[src/rtl/dump_pkg.sv]
// Shared constants and FSM state type for the trace dump sequencer.
package dump_pkg;
  localparam int DUMP_ADDR_W = 9;
  localparam int DUMP_DEPTH  = 512;
  localparam int DUMP_DATA_W = 8;
  localparam int NUM_CH      = 3;

  typedef enum logic [2:0] {
    ST_IDLE,
    ST_WAIT_CAP,
    ST_RD,
    ST_LATCH,
    ST_SEND,
    ST_WAIT_TX,
    ST_FIN
  } dump_state_t;
endpackage

[src/rtl/dump_addr_ctr.sv]
// Read address walker: loads the oldest-sample address, steps with wrap,
// and counts samples so the FSM knows when the last one has been sent.
module dump_addr_ctr #(
  parameter int ADDR_W = 9,
  parameter int DEPTH  = 512
) (
  input  logic              clk,
  input  logic              rst,
  input  logic              load,
  input  logic [ADDR_W-1:0] start_addr,
  input  logic              step,
  output logic [ADDR_W-1:0] addr,
  output logic              last
);
  logic [ADDR_W:0] cnt;

  // DEPTH is a power of two, so the natural rollover of addr is the wrap.
  always_ff @(posedge clk or posedge rst) begin
    if (rst) begin
      addr <= '0;
      cnt  <= '0;
    end else if (load) begin
      addr <= start_addr;
      cnt  <= '0;
    end else if (step) begin
      addr <= addr + 1'b1;
      cnt  <= cnt + 1'b1;
    end
  end

  assign last = (cnt == (ADDR_W+1)'(DEPTH - 1));
endmodule

[src/rtl/trace_dump_sequencer.sv]
// Streams one captured channel trace from capture RAM to the UART
// transmitter, oldest sample first, one byte per start/done handshake.
module trace_dump_sequencer #(
  parameter int ADDR_W = dump_pkg::DUMP_ADDR_W,
  parameter int DEPTH  = dump_pkg::DUMP_DEPTH,
  parameter int DATA_W = dump_pkg::DUMP_DATA_W,
  parameter int NUM_CH = dump_pkg::NUM_CH
) (
  input  logic              clk,
  input  logic              rst,
  input  logic              dump_req,
  input  logic [1:0]        dump_ch,
  input  logic              dump_abort,
  input  logic [ADDR_W-1:0] start_addr,
  input  logic              cap_busy,
  output logic              ram_en,
  output logic [ADDR_W-1:0] ram_addr,
  output logic [1:0]        ram_ch,
  input  logic [DATA_W-1:0] ram_rdata,
  output logic [DATA_W-1:0] tx_data,
  output logic              tx_start,
  input  logic              tx_done,
  output logic              dump_busy,
  output logic              dump_fin,
  output logic              dump_err
);
  import dump_pkg::*;

  localparam logic [2:0] CH_LIMIT = 3'(NUM_CH);

  dump_state_t state, state_nx;
  logic        ch_valid;
  logic        load;
  logic        step;
  logic        last;
  logic [1:0]  ch_q;

  assign ch_valid = ({1'b0, dump_ch} < CH_LIMIT);

  dump_addr_ctr #(
    .ADDR_W (ADDR_W),
    .DEPTH  (DEPTH)
  ) u_addr_ctr (
    .clk        (clk),
    .rst        (rst),
    .load       (load),
    .start_addr (start_addr),
    .step       (step),
    .addr       (ram_addr),
    .last       (last)
  );

  // Abort is only looked at on tx_done so the byte on the wire always completes.
  always_comb begin
    state_nx = state;
    load     = 1'b0;
    step     = 1'b0;
    case (state)
      ST_IDLE: begin
        if (dump_req && ch_valid) begin
          state_nx = ST_WAIT_CAP;
          load     = 1'b1;
        end
      end
      ST_WAIT_CAP: if (!cap_busy) state_nx = ST_RD;
      ST_RD:       state_nx = ST_LATCH;
      ST_LATCH:    state_nx = ST_SEND;
      ST_SEND:     state_nx = ST_WAIT_TX;
      ST_WAIT_TX: begin
        if (tx_done) begin
          step = 1'b1;
          if (last || dump_abort) state_nx = ST_FIN;
          else if (cap_busy)      state_nx = ST_WAIT_CAP;
          else                    state_nx = ST_RD;
        end
      end
      ST_FIN:      state_nx = ST_IDLE;
      default:     state_nx = ST_IDLE;
    endcase
  end

  always_ff @(posedge clk or posedge rst) begin
    if (rst) begin
      state    <= ST_IDLE;
      ch_q     <= '0;
      tx_data  <= '0;
      dump_err <= 1'b0;
    end else begin
      state    <= state_nx;
      dump_err <= (state == ST_IDLE) && dump_req && !ch_valid;
      if (load)
        ch_q <= dump_ch;
      if (state == ST_LATCH)
        tx_data <= ram_rdata;
    end
  end

  assign ram_en    = (state == ST_RD);
  assign tx_start  = (state == ST_SEND);
  assign dump_fin  = (state == ST_FIN);
  assign dump_busy = (state != ST_IDLE);
  assign ram_ch    = ch_q;
endmodule

[config.mk]
export PLATFORM = sky130hd
export DESIGN_NAME = trace_dump_sequencer
export DESIGN_NICKNAME = d
export VERILOG_FILES = /design/src/rtl/dump_pkg.sv /design/src/rtl/dump_addr_ctr.sv /design/src/rtl/trace_dump_sequencer.sv
export SDC_FILE = /design/constraint.sdc
export NUM_CORES = 1
export LEC_CHECK = 0
export CAP_MARGIN = 40
export CORE_AREA = 2 2 64 66
export CTS_CLUSTER_DIAMETER = 100
export DETAILED_ROUTE_END_ITERATION = 16
export DIE_AREA = 0 0 66 68
export PLACE_DENSITY = 0.78
export SYNTH_ARGS = -nofsm -noshare
export SYNTH_HDL_FRONTEND = slang
export SYNTH_HIERARCHICAL = 1
export SYNTH_SLANG_ARGS = --single-unit
[constraint.sdc]
create_clock -name clk -period 4.65 [get_ports clk]
set_clock_uncertainty 0.1 [all_clocks]
set_input_delay 0.465 -clock clk [delete_from_list [all_inputs] [get_ports clk]]
set_output_delay 0.465 -clock clk [all_outputs]
set_load 0.03 [all_outputs]
==> results.json <==
{
  "synth_compound_area_frac": 0.1221,
  "r2r_slack_ns": 1.95,
  "die_h_um": 68,
  "fin_tns_setup_ns": 0,
  "fin_crit_ns": 2.774,
  "end_kind": "flop",
  "rsz0062_at_grt": "no",
  "power_leakage_nw": 0.9018,
  "fmax_mhz": 360.5,
  "hold-path-endpoint": "ram_ch[1]",
  "crit_required_ns": 4.76,
  "ys_ff_latch": 33,
  "final_cell_mix": "clkdlybuf4s50_1, dfrtp_1, nand2_1, nor2_1, o21ai_0",
  "ys_seq_area_frac": 0.5004,
  "synth_edf_count": 0,
  "min_path_type": "reg -> reg",
  "yosys.area_share.simple": 0.2047,
  "clock-sinks": 33,
  "vdd_drop_max_uv": 301.5,
  "grtUsageMet2": 0.2664,
  "drtIter0Drc": 87,
  "hold_viol_final": 0,
  "synth_top_family_by_area": "simple AND/OR/NAND/NOR gates",
  "slowest_stage": "or4b_1",
  "vias": 1368,
  "synth.avg_cell_area_sq_um": 10.25,
  "slew_viol_final": 0,
  "numCtsBuffers": 5,
  "path_cells": "clkdlybuf4s50_1 -> or4b_1 -> a21oi_2 -> buf_4 -> o2111ai_2 -> or4_1 -> a21oi_1",
  "port_buffers": 48,
  "tritoncts": "done",
  "crit_fanout": 28,
  "hold_buffers": 0,
  "vias_per_cell": 5.241,
  "worst_hold_startpoint": "ram_ch[1]",
  "clk_latency_ns": 0.28,
  "wl_mm": 3.404,
  "nets": 237,
  "synth_nets": 188,
  "regToRegEndpoint": "u_addr_ctr/cnt[9]",
  "die-area_sq_um": 4488,
  "busiest_layer": "met2",
  "muxShareOfSynthArea": 0.07278,
  "die_x_um": 66,
  "wl_per_cell_um": 13.04,
  "worst_r2r_startpoint": "state[2]",
  "cts.clk_slew.worst_paths_ns": 0.06,
  "cpLargestDelayFamily": "simple AND/OR/NAND/NOR gates",
  "gp_congestion": 0.7859,
  "finalPower_mw": 1.406,
  "yosysWarnings": 6,
  "path_buf_inv": 2,
  "p_per_area_nw_per_um2": 618.6,
  "grt_max_degree": 29,
  "grt_overflow": 0,
  "fin_cells": 261,
  "slew_headroom": 0.5025,
  "setup_viol": 0,
  "ant_nets": 0,
  "ys_async_sr_fraction": 1.000,
  "synth_xor_area_frac": 0.04246,
  "num_antenna_cells": 0,
  "drive_gt1_frac": 0.1090,
  "tightestPinTransition_ns": 0.7454,
  "dr.pass1.iters": 4,
  "grt_pass1_vias": 1271,
  "reg2reg_depth": 6,
  "crit_type": "in -> reg",
  "drc": 0,
  "met3_usage": 0.04770,
  "hpwl_mm": 2.387,
  "grt_antenna_before_repair": 0,
  "synthAdderAreaFrac": 0.01516,
  "grt_first_pass_wirelength_mm": 5.616,
  "synthToLayoutAreaGrowth_pct": 37.76,
  "critical_path_arrival_ns": 2.88,
  "maxCapViolations": 0,
  "synth_area_sq_um": 1650,
  "period_share": 0.5965,
  "critical_path.max_stage_delay_ns": 0.55,
  "grtUsageTotal": 0.1670,
  "cp-start-kind": "primary input",
  "netlist_instances": 161,
  "dp.cells": 253,
  "core-area_sq_um": 3856,
  "initial_core_util": 0.4280,
  "post_cts_buffers": 0,
  "dpl-instance-area_sq_um": 2157,
  "holdPathStages": 1,
  "final_area_sq_um": 2273,
  "h-tree-depth": 2,
  "mostFrequentLayoutCell": "clkdlybuf4s50_1",
  "std_cell_rows": 23,
  "post-route-util": 0.5896,
  "clock_path_buffers": 2,
  "outcome": "finished clean",
  "io_pins": 49,
  "cts_resized": 0,
  "met1_usage": 0.2115,
  "synth.distinct_cells": 39,
  "synth_flop_cell": "dfrtp_1",
  "cts-root-buf": "clkbuf_8"
}
## kinds of logic (layout without fill, tap and decap cells)
| family | after synthesis | count (layout) |
|---|---|---|
| compound gates | 30 | 30 |
| xor+xnor | 8 | 8 |
| fa+ha+maj | 2 | 2 |
| buf+inv | 12 | 62 |
| flops | 33 | 33 |
| mux | 11 | 11 |
| simple gates | 65 | 65 |
## metal layers
| layer | vias up | share of wire |
|---|---|---|
| met3 | 0 | 0.061 |
| met1 | 646 | 0.46 |
| met4 | 0 | 0 |
| met2 | 49 | 0.48 |
| li1 | 673 | - |
| met5 | - | 0 |
## power breakdown
group          internal (mW)  leakage, nW  switching [mW]  total [mW]
Clock                  0.175       0.0585           0.101       0.276
Sequential             0.389        0.417           0.101       0.490
Combinational          0.298        0.427           0.342       0.640
Total                  0.862        0.902           0.544        1.41
## final cells by class
cell class,instances,area (sq um)
Tap cell,50,62.56
Fill cell,350,1583
Sequential cell,33,825.8
Clock inverter,1,30.03
Inverter,4,15.01
Timing Repair Buffer,50,495.5
Multi-Input combinational cell,116,758.2
Clock buffer,7,86.33
## registers in the layout (all words and copies together) (netlist names)
name,cells
u_addr_ctr/cnt,10
u_addr_ctr/addr,9
tx_data,8
state,3
ram_ch,2
dump_err,1
## synthesized netlist by cell type (3+ instances only)
master   instances  area, sq um
o31ai_1          3        22.52
inv_1            4        15.01
nor2_1          14        52.55
dfrtp_1         33        825.8
nand3_1          5        25.02
a21oi_1          6        30.03
or3_1            4        25.02
o21ai_0         10        50.05
nand2_1         18        67.56
or4_1            5        37.54
xor2_1           6        52.55
mux2i_1          3        30.03
mux2_2           8        90.09
nand4_1          5        31.28
## worst max path at each step
stage / startpoint / cells after the start / end
2_1_floorplan: state[2] / 8 / u_addr_ctr/cnt[9]
3_3_place_gp: dump_req / 7 / u_addr_ctr/cnt[9]
3_5_place_dp: dump_req / 7 / u_addr_ctr/cnt[9]
4_1_cts: dump_req / 7 / u_addr_ctr/cnt[9]
5_1_grt: dump_req / 7 / u_addr_ctr/cnt[9]
6_report: dump_req / 7 / u_addr_ctr/cnt[9]
## stage by stage
stage / hold WS [ns] / worst slack [ns]
2_1_floorplan: 0.2542 / 2.245
3_3_place_gp: 0.3841 / 1.632
3_5_place_dp: 0.3857 / 1.603
4_1_cts: 0.4009 / 1.895
5_1_grt: 0.4156 / 1.759
6_report: 0.3959 / 1.876
No activity file was read; power rests on OpenSTA's default activity.
